File: config.mk
export PLATFORM = sky130hd
export DESIGN_NAME = serial_adder
export DESIGN_NICKNAME = d
export VERILOG_FILES = /design/src/rtl/serial_adder.sv
export SDC_FILE = /design/constraint.sdc
export NUM_CORES = 1
export LEC_CHECK = 0
export CORE_MARGIN = 1.5
export CORE_UTILIZATION = 45
export DETAILED_ROUTE_END_ITERATION = 10
export PLACE_DENSITY = 0.85
export SLEW_MARGIN = 40
export SYNTH_ARGS = -nofsm -noshare
export SYNTH_HDL_FRONTEND = slang
export SYNTH_SLANG_ARGS = --single-unit
File: constraint.sdc
create_clock -name clk -period 1.4 [get_ports clk]
set_input_delay 0.35 -clock clk [delete_from_list [all_inputs] [get_ports clk]]
set_output_delay 0.35 -clock clk [all_outputs]
set_load 0.03 [all_outputs]
File: src/rtl/serial_adder.sv
// -----------------------------------------------------------------------------
// serial_adder
//
// Bit-serial WIDTH-bit adder built from one full-adder cell and a carry
// flip-flop. Operands are captured in parallel on an accepted start, added
// LSB-first at one bit per clock, and the parallel sum/carry-out are returned
// with a one-cycle done pulse. Latency is WIDTH cycles from the accepted
// start edge; back-to-back operation gives one result per WIDTH+1 cycles.
//
// Optional feature macro: SERIAL_ADDER_OVF_EN
//   When defined, the ovf port and register exist and report two's-complement
//   overflow of a+b+cin, held alongside sum/cout.
//
// Parameters:
//   WIDTH  operand/sum width in bits (>= 2)
//
// Ports:
//   clk    rising-edge clock
//   rst    asynchronous, active-high reset
//   start  operation request; sampled only when not busy
//   a, b   operands, captured on the accepted start edge
//   cin    carry-in, captured on the accepted start edge
//   busy   high while bits are being added
//   done   one-cycle pulse; sum/cout (and ovf) valid
//   sum    result, held until the next accepted start
//   cout   carry-out, held with sum
//   ovf    signed overflow (only with SERIAL_ADDER_OVF_EN)
// -----------------------------------------------------------------------------
module serial_adder #(
  parameter int WIDTH = 8
) (
  input  logic             clk,
  input  logic             rst,
  input  logic             start,
  input  logic [WIDTH-1:0] a,
  input  logic [WIDTH-1:0] b,
  input  logic             cin,
  output logic             busy,
  output logic             done,
  output logic [WIDTH-1:0] sum,
  output logic             cout
`ifdef SERIAL_ADDER_OVF_EN
  ,
  output logic             ovf
`endif
);

  localparam int CW = (WIDTH > 1) ? $clog2(WIDTH) : 1;
  localparam logic [CW-1:0] LAST_BIT = CW'(WIDTH - 1);

  typedef enum logic [1:0] {
    IDLE  = 2'd0,
    SHIFT = 2'd1,
    DONE  = 2'd2
  } state_t;

  state_t           state;
  logic [CW-1:0]    count;
  logic             carry;
  logic [WIDTH-1:0] a_sr;
  logic [WIDTH-1:0] b_sr;

  // The single full-adder cell, fed from the LSBs of the operand shift
  // registers and the carry flip-flop.
  logic s_bit;
  logic carry_next;
  logic accept;

  // start is only honoured outside SHIFT so an operation in flight is never
  // disturbed; DONE accepts it to allow back-to-back operation.
  always_comb begin
    s_bit      = a_sr[0] ^ b_sr[0] ^ carry;
    carry_next = (a_sr[0] & b_sr[0]) | (b_sr[0] & carry) | (carry & a_sr[0]);
    accept     = start && (state != SHIFT);
  end

  // Control FSM and datapath registers in one block so every output is
  // registered. The sum register fills from the top, so after WIDTH shifts
  // bit 0 of the result has arrived at sum[0].
  always_ff @(posedge clk or posedge rst) begin
    if (rst) begin
      state <= IDLE;
      count <= '0;
      carry <= 1'b0;
      a_sr  <= '0;
      b_sr  <= '0;
      busy  <= 1'b0;
      done  <= 1'b0;
      sum   <= '0;
      cout  <= 1'b0;
`ifdef SERIAL_ADDER_OVF_EN
      ovf   <= 1'b0;
`endif
    end else begin
      done <= 1'b0;
      if (accept) begin
        state <= SHIFT;
        a_sr  <= a;
        b_sr  <= b;
        carry <= cin;
        count <= '0;
        sum   <= '0;
        cout  <= 1'b0;
        busy  <= 1'b1;
`ifdef SERIAL_ADDER_OVF_EN
        ovf   <= 1'b0;
`endif
      end else if (state == SHIFT) begin
        sum   <= {s_bit, sum[WIDTH-1:1]};
        a_sr  <= {1'b0, a_sr[WIDTH-1:1]};
        b_sr  <= {1'b0, b_sr[WIDTH-1:1]};
        carry <= carry_next;
        if (count == LAST_BIT) begin
          // Final bit: the carry into the MSB is the current carry, the carry
          // out of it is carry_next; their XOR is signed overflow.
          state <= DONE;
          busy  <= 1'b0;
          done  <= 1'b1;
          cout  <= carry_next;
`ifdef SERIAL_ADDER_OVF_EN
          ovf   <= carry ^ carry_next;
`endif
        end else begin
          count <= count + CW'(1);
        end
      end else if (state == DONE) begin
        state <= IDLE;
      end
    end
  end

endmodule
==> impl_metrics.tcl <==
set metrics [dict create \
    outcome "completed" \
    clockBufferDepth 2 \
    nets 213 \
    die_y_um 61.10 \
    ant_nets 0 \
    syn_inst 143 \
    antenna_found_initial 0 \
    required_ps 1630 \
    htree_levels 2 \
    skew_ps 5.204 \
    yosysSeqAreaShare_pct 54.37 \
    fin_util_pct 64.24 \
    hpwl_um 2063 \
    drt_wl_total_um 2966 \
    setup_viol 0 \
    syn_nets 167 \
    dr.pass1.iters 4 \
    synth_compound_area_share_pct 9.061 \
    yosys_most_used_dff "dfrtp_1" \
    portBuffers 30 \
    synth_top_family_by_area "simple AND/OR/NAND/NOR gates" \
    cts_tree "done" \
    fp.dieArea_um2 3733 \
    synth_edf_count 0 \
    synthMuxAreaShare_pct 12.60 \
    async_flop_share_pct 100.0 \
    cap_viol_max_count 0 \
    synth_top_area_share_pct 54.37 \
    root_buffer "clkbuf_4" \
    period_share_pct 98.35 \
    area_delta_synth_final_pct 32.29 \
    netlist_area_um2 1519 \
    antennaDiodeCount 0 \
    row_count 20 \
    grt_pass1_wl_um 4892 \
    stdcell_area_um2 2009 \
    routed_via_density 5.017 \
    cts_hold_buf 0 \
    core-area_um2 3128 \
    remaining_drc_errors 0 \
    post_drt_wl_per_cell_um 12.68 \
    io_pins 31 \
    crit_type "reg -> reg" \
    avgSynthCellArea_um2 10.62 \
    yosys_warnings 0 \
    via_count 1174 \
    hold_slack_ps 344.5 \
    gp_congestion 0.8460 \
    power_mw 3.988 \
    leakage_nw 0.9940 \
    gr-total-overflow 0 \
    start_kind "flop" \
    vdd_drop_max_mv 0.9335 \
    max_freq_mhz 726.3 \
    drive_gt1_share_pct 20.53 \
    synth_fa_ha_area_share_pct 3.789 \
    place_area_um2 1953 \
    yosysMostFrequentCell "dfrtp_1" \
    first_global_vias 1142 \
    synth.largest_area_cell "dfrtp_1" \
    cts_sinks 33 \
    finalHoldViolCount 0 \
    ys_ff_latch 33 \
    initialDrtViolationCount 27 \
    hold_path_class "in -> async" \
    track_usage_pct 18.49 \
    initial_core_util_pct 48.56 \
    die_w_um 61.10 \
    final_max_slew_viol_count 0 \
    synthSimpleGateAreaFrac_pct 14.74 \
    end_kind "flop" \
    power_density_nw_per_um2 1985 \
    grt_max_degree 34 \
    clkSlewWorstSetupHoldPaths_ps 100 \
    synth_xor_area_share_pct 0 \
    yosys-top-cells-count "dfrtp_1 (33), nand2_1 (29), mux2i_1 (18)" \
    worstMarginPinSlew_ps 485.1 \
    cts_buffers 5 \
    post-route-min-period_ps 1377 \
    maxSlewHeadroom_pct 67.66 \
    clock_latency_ps 330 \
    cp.arrival_ps 1600 \
    path_max_fanout 2 \
    ys_types 21 \
    synth.area.top_cells "dfrtp_1 (54%), mux2i_1 (12%), nand2_1 (7.2%)" \
]
## layer usage
metal,share of wire (%),track usage (%),wire [um]
met1,43,22.36,1262
met3,5.8,6.723,173
met4,2.0,9.938,60
met2,50,28.88,1470
met5,0,0,0
## where the power goes
group | total, mW | leakage [nW] | switching [mW] | internal (mW)
logic | 1.93 | 0.537 | 1.10 | 0.828
clock network | 0.504 | 0.0320 | 0.313 | 0.191
registers | 1.56 | 0.425 | 0.218 | 1.34
total | 3.99 | 0.994 | 1.63 | 2.36
## critical path, stage by stage (launching register included)
cell and delay, ps:
dfrtp_1 410, ha_2 190, ha_1 190, nand2b_1 130
o22ai_2 90, mux2_2 270
## path summary, 6_finish.rpt
check | startpoint | endpoint | slack, ps | depth (start not counted)
max in group asynchronous | rst | state[0]$_DFFE_PP0P_ | 890 | 3
worst min register to register | b_sr[6]$_DFFE_PP0P_ | b_sr[5]$_DFFE_PP0P_ | 490 | 2
min in group clk | b_sr[6]$_DFFE_PP0P_ | b_sr[5]$_DFFE_PP0P_ | 490 | 2
worst max register to register | count[1]$_DFFE_PP0P_ | count[0]$_DFFE_PP0P_ | 20 | 5
worst min-delay path | rst | sum[0]$_DFFE_PP0P_ | 340 | 3
worst max-delay path | count[1]$_DFFE_PP0P_ | count[0]$_DFFE_PP0P_ | 20 | 5
## kinds of logic after synthesis
kind of cell,after synthesis
fa+ha+maj,4
simple gates,48
compound gates,24
mux,19
flops,33
buf+inv,15
## placed cells by master, fill, tap and decap left out, drive strengths merged, types with 6 or more instances in the layout
master	count
buf	23
clkbuf	6
clkdlybuf4s50	19
dfrtp	33
inv	7
mux2i	18
nand2	29
nand3b	8
nor2	7
o21ai	17
## flip-flops by register name, indices dropped and copies added (netlist names)
| signal | flops |
|---|---|
| a_sr | 8 |
| b_sr | 8 |
| busy | 1 |
| carry | 1 |
| count | 3 |
| cout | 1 |
| done | 1 |
| state | 2 |
| sum | 8 |
## layout make-up
type	instances	area (um^2)
Tap cell	44	55.05
Sequential cell	33	825.8
Inverter	7	26.28
Clock inverter	2	10.01
Multi-Input combinational cell	95	619.3
Timing Repair Buffer	47	431.7
Clock buffer	6	41.29
Fill cell	257	1119
## stage by stage
step / TNS, ps / std cells / setup WS (ps)
floorplan: 0 / 143 / 42.61
global placement: -1978 / 224 / -133.2
detailed placement: -3036 / 224 / -169.8
CTS: 0 / 232 / 14.24
global route: -14.29 / 234 / -14.29
finish: 0 / 234 / 23.07
## what timing repair did
| item | in CTS | in global routing |
|---|---|---|
| pin swaps | 0 | 1 |
| buffers inserted | 0 | 2 |
| resized for setup | 30 | 12 |
| setup endpoints to repair | 10 | 8 |
Note: power is estimated with default switching activity, not from simulation.
